`src/rtl/systolic_operand_loader.sv`:
```
// Operand loader for the 2x2 systolic convolution core: collects 16 matrix and 9 filter
// bytes, releases the core's reset, times the compute window and flags done.
module systolic_operand_loader #(
  parameter int DATA_W         = 8,
  parameter int COMPUTE_CYCLES = 20
) (
  input  logic              clk_in,
  input  logic              rst,
  input  logic              in_valid,
  input  logic [DATA_W-1:0] in_data,
  output logic              in_ready,
  input  logic              clear,
  output logic [DATA_W-1:0] i00, i01, i02, i03,
  output logic [DATA_W-1:0] i10, i11, i12, i13,
  output logic [DATA_W-1:0] i20, i21, i22, i23,
  output logic [DATA_W-1:0] i30, i31, i32, i33,
  output logic [DATA_W-1:0] f00, f01, f02,
  output logic [DATA_W-1:0] f10, f11, f12,
  output logic [DATA_W-1:0] f20, f21, f22,
  output logic              array_rst,
  output logic              busy,
  output logic              done
);

  typedef enum logic [1:0] {LOAD, RUN, DONE} state_t;

  localparam logic [7:0] CNT_LAST = 8'(COMPUTE_CYCLES - 1);
  localparam logic [4:0] IDX_LAST = 5'd24;

  state_t            state;
  logic [4:0]        idx;
  logic [7:0]        cnt;
  logic              done_q;
  logic [DATA_W-1:0] opr [25];
  logic              accept;

  // in_ready is decoded from state, so accept never feeds back into the handshake
  assign accept = in_valid & in_ready;

  always_ff @(posedge clk_in or posedge rst) begin
    if (rst) begin
      state  <= LOAD;
      idx    <= '0;
      cnt    <= '0;
      done_q <= 1'b0;
      for (int i = 0; i < 25; i++) opr[i] <= '0;
    end else begin
      done_q <= 1'b0;
      if (clear) begin
        state <= LOAD;
        idx   <= '0;
        cnt   <= '0;
      end else begin
        case (state)
          LOAD: begin
            if (accept) begin
              opr[idx] <= in_data;
              if (idx == IDX_LAST) begin
                idx   <= '0;
                cnt   <= '0;
                state <= RUN;
              end else begin
                idx <= idx + 5'd1;
              end
            end
          end
          RUN: begin
            cnt <= cnt + 8'd1;
            if (cnt == CNT_LAST) state <= DONE;
          end
          // done trails entry into DONE by one cycle to cover the core's result shift
          DONE:    done_q <= 1'b1;
          default: state  <= LOAD;
        endcase
      end
    end
  end

  assign in_ready  = (state == LOAD);
  assign array_rst = (state == LOAD);
  assign busy      = (state == RUN);
  assign done      = done_q;

  assign i00 = opr[0];  assign i01 = opr[1];  assign i02 = opr[2];  assign i03 = opr[3];
  assign i10 = opr[4];  assign i11 = opr[5];  assign i12 = opr[6];  assign i13 = opr[7];
  assign i20 = opr[8];  assign i21 = opr[9];  assign i22 = opr[10]; assign i23 = opr[11];
  assign i30 = opr[12]; assign i31 = opr[13]; assign i32 = opr[14]; assign i33 = opr[15];
  assign f00 = opr[16]; assign f01 = opr[17]; assign f02 = opr[18];
  assign f10 = opr[19]; assign f11 = opr[20]; assign f12 = opr[21];
  assign f20 = opr[22]; assign f21 = opr[23]; assign f22 = opr[24];

endmodule

```
`config.mk`:
```
export PLATFORM = sky130hd
export DESIGN_NAME = systolic_operand_loader
export DESIGN_NICKNAME = d
export VERILOG_FILES = /design/src/rtl/systolic_operand_loader.sv
export SDC_FILE = /design/constraint.sdc
export NUM_CORES = 1
export LEC_CHECK = 0
export CAP_MARGIN = 5
export CORE_ASPECT_RATIO = 0.7
export CORE_MARGIN = 2
export CORE_UTILIZATION = 45
export DETAILED_ROUTE_END_ITERATION = 10
export HOLD_SLACK_MARGIN = 0.05
export PLACE_DENSITY = 0.74
export SLEW_MARGIN = 20
export SYNTH_ARGS = -nofsm -noshare
export SYNTH_HDL_FRONTEND = slang
export SYNTH_SLANG_ARGS = --single-unit
export TNS_END_PERCENT = 1
```
`constraint.sdc`:
```
create_clock -name clk_in -period 8.3 [get_ports clk_in]
set_input_delay 2.49 -clock clk_in [delete_from_list [all_inputs] [get_ports clk_in]]
set_output_delay 2.49 -clock clk_in [all_outputs]
set_load 0.005 [all_outputs]
```
==> metrics.md <==
| Metric | Value |
|---|---|
| Initial antenna violation count | `0` |
| R2R cell count | `4` |
| DIE HEIGHT | `122.3 um` |
| Sequential fraction of design power | `a little under half` |
| Placed cells | `1022` |
| Nets | `approximately 790` |
| Internal power | `0.001844 W` |
| Port-buffer cells | `approximately 220` |
| Setup TNS | `0 ns` |
| Max frequency | `0.1960 GHz` |
| Num CTS Buffers | `22` |
| Num ports | `about 220` |
| Pin count of the biggest net entering global routing | `192` |
| Post-synth top cells | `dfrtp_1 (216), mux2_2 (159), mux2_4 (39)` |
| Top delay family on crit path | `buffers and inverters` |
| Syn Nets | `between 500 and 600` |
| R2r endpoint | `i30[3]$_DFFE_PP0P_` |
| Worst Tran Pin Value | `1.097 ns` |
| Flop and latch count out of synthesis | `approximately 220` |
| Crit. End Element | `flop` |
| Syn Std Cell Area | `9001 um2` |
| Final Max Slew Viols | `0` |
| Setup slack after layout | `around 3.2 ns` |
| Vias | `about 5600` |
| Clk slew on worst S/H paths | `around 0.06 ns` |
| Leak pwr | `roughly 5.6 nW` |
| Status | `finished, final reports clean` |
| Drt wl/cell | `~22 um` |
| Adder-cell area share of the yosys netlist | `less than 1%` |
| Peak supply drop | `approximately 110 uV` |
| Die area | `21170 um2` |
| Hold Path End | `i02[0]$_DFFE_PP0P_` |
| Clock Sinks | `about 220` |
| Core area | `19690 um2` |
| Worst hold start | `i02[0]$_DFFE_PP0P_` |
| Multiplexer area fraction after synthesis | `around a quarter` |
| RSZ-0062 raised after global routing | `false` |
| Clock power frac | `between 40 and 50%` |
| Ant diodes | `0` |
| Flop2flop setup slack | `about 5.7 ns` |
| WS Path Type | `input pin to flop` |
| Count leader, synth | `dfrtp_1` |
| Max Cap Violations | `0` |
| Netlist cell types | `39` |
| Critical Path Max Stage Delay | `1.00 ns` |
| Min Tclk post-route | `approximately 5 ns` |
| FF-to-FF Start | `state[1]$_DFFE_PP0P_` |
| Syn Area/Cell | `16.04 um2` |
| Setup crit start kind | `input pin` |
| Htree depth | `1` |
| Seq/Total Area, Yosys | `around three fifths` |
| Syn Inst Count | `around 560` |
| Detailed Place HPWL | `about 15000 um` |
| Period utilisation layout | `between 60% and 70%` |
| Post-synth EDFFs | `0` |
| Synth Area in Compound Gates | `under 10%` |
| Setup Skew | `0.008497 ns` |
| Global-route wire length before repair | `35780 um` |
| Hold buffer count at cts | `0` |
| Row count | `43` |
| Synth top area cells | `dfrtp_1 (60%), mux2_2 (20%), mux2_4 (6.5%)` |
| Combinational share of power | `between 10% and 20%` |
| CTS root buf | `clkbuf_16` |
| Detail Route Antenna Nets | `0` |
| Net switching fraction of the power | `roughly 23%` |
| # DRC | `0` |
| Drt total wl | `22870 um` |
| Total setup buffers inserted after CTS | `0` |
| Post-Synth Simple-Gate Area | `about 8.1%` |
| CTS tree | `yes` |
| Tot GR Track Use | `between 20 and 25%` |
| Sw power | `around 0.00054 W` |
| WP buf/inv | `2` |
| Critical path cell sequence | `clkdlybuf4s50_1 -> nor4b_4 -> buf_4 -> nand3_4 -> mux2_4` |
| Setup WS pre-CTS | `between 2 and 3 ns` |
| Detailed-route vias per instance | `5.261` |
| Async set or reset register ratio after synthesis | `between 90% and 100%` |
| Power Dens Cells | `approximately 200 nW/um2` |
| Post-CTS sizing | `0` |
| WHS Path Cells | `1` |
| DR pass1 iterations | `5` |
| Critical Path RT | `8.68 ns` |
| DR iter-0 viols | `350` |
| Vias in the first global route | `a little under 6000` |
| Die X | `~170 um` |
| WP data arrival | `between 5 and 6 ns` |
| Synth area leader | `dfrtp_1` |
| Routability cong. | `~0.8` |
| Endpoints failing setup | `0` |
| Finished Layout Cells | `roughly 1100` |
| Area grow syn2layout | `34.82%` |
| Synth Flop Type | `dfrtp_1` |
| Final Hold Violating Endpoints | `0` |
| Later-pin clock latency in the skew report | `0.50 ns` |
| Slowest cell on crit path | `nor4b_4` |
| Crit-path max FO | `18` |
| WHS | `~0.50 ns` |
| Layout cells sized above 1 | `roughly a third` |
| Hold Path Class | `flop to flop` |
| Register area | `5405 um2` |
| Initial core utilization | `45.71%` |
| Fillers | `1481` |
| GR Overflow Total | `0` |
| Synth Warn # | `0` |
| Largest family of logic cells by synthesized area | `multiplexers` |
| Rel. slew slack | `a little over a quarter` |
| Multi-input gate area | `between 3000 and 4000 um2` |
| Post-Synth XOR/XNOR Area | `0%` |
| Util after Layout | `61.63%` |
| Bufs on Longest Clock Path | `3` |
| Share of the synthesized area in the top cell type | `about three fifths` |
==> metal layers <==
metal	GRT usage [%]	vias to the layer above	wire (um)	part of all wire [%]
met4	6.091	0	669	2.9
met3	5.081	45	1493	6.5
met2	34.45	216	10340	45
met5	0	-	0	0
met1	30.12	2856	10370	45
li1	-	2470	-	-
==> cells in the final DEF (no fill, tap or decap), drive strengths merged, types with 2 or more instances in the layout <==
cell / netlist / final
dfrtp: 216 / 216
clkdlybuf4s50: 0 / 214
mux2: 200 / 200
nand3: 34 / 34
clkbuf: 18 / 33
buf: 15 / 10
o211ai: 9 / 9
nand2: 9 / 9
inv: 6 / 7
a31oi: 6 / 6
a21oi: 6 / 6
ha: 5 / 5
nand2b: 4 / 4
or3: 4 / 4
nor3b: 4 / 4
nor2: 3 / 3
or4: 3 / 3
o21ai: 3 / 3
nand4: 3 / 3
clkinv: 0 / 3
and3b: 2 / 2
nand4b: 2 / 2
a311oi: 2 / 2
bufinv: 0 / 2
nor4b: 2 / 2
==> metrics by stage <==
stage | power, W | area [um2]
6_report | 0.002384 | 12140
5_1_grt | 0.002465 | 12140
4_1_cts | 0.002406 | 12140
3_5_place_dp | 0.001390 | 11380
3_3_place_gp | 0.001383 | 11390
2_1_floorplan | 0.001240 | 9005
==> worst max path at each step <==
stage / endpoint / startpoint / cells after the start
floorplan: cnt[0]$_DFFE_PP0P_ / rst / 1
global placement: i30[7]$_DFFE_PP0P_ / clear / 5
detailed placement: i31[4]$_DFFE_PP0P_ / clear / 5
CTS: i30[3]$_DFFE_PP0P_ / clear / 5
global route: i30[3]$_DFFE_PP0P_ / clear / 5
finish: i30[3]$_DFFE_PP0P_ / clear / 5
==> area by class of cell <==
cell class	count	area share, %
clock buffers	33	5.382
clock inverters	7	0.8145
inverters	6	0.2165
multi-input cells	306	27.91
flip-flops and latches	216	44.54
well taps	270	2.784
repair buffers	224	18.35
==> cells by family (layout without fill, tap and decap cells) <==
group	Yosys count	in the layout
muxes	200	200
DFF	216	216
buffers and inverters	39	270
adders and majority gates	5	5
and+or+nand+nor	73	73
AOI/OAI and AO/OA	28	28
==> power by group through the flow <==
stage	sequential (W)	clock, W	combinational, W
2_1_floorplan	0.00115	0	0.0000902
3_3_place_gp	0.00115	0	0.000237
3_5_place_dp	0.00115	0	0.000241
4_1_cts	0.00113	0.00103	0.000242
5_1_grt	0.00113	0.00108	0.000254
6_report	0.00113	0.00102	0.000238
(Power assumes the default switching activity.)
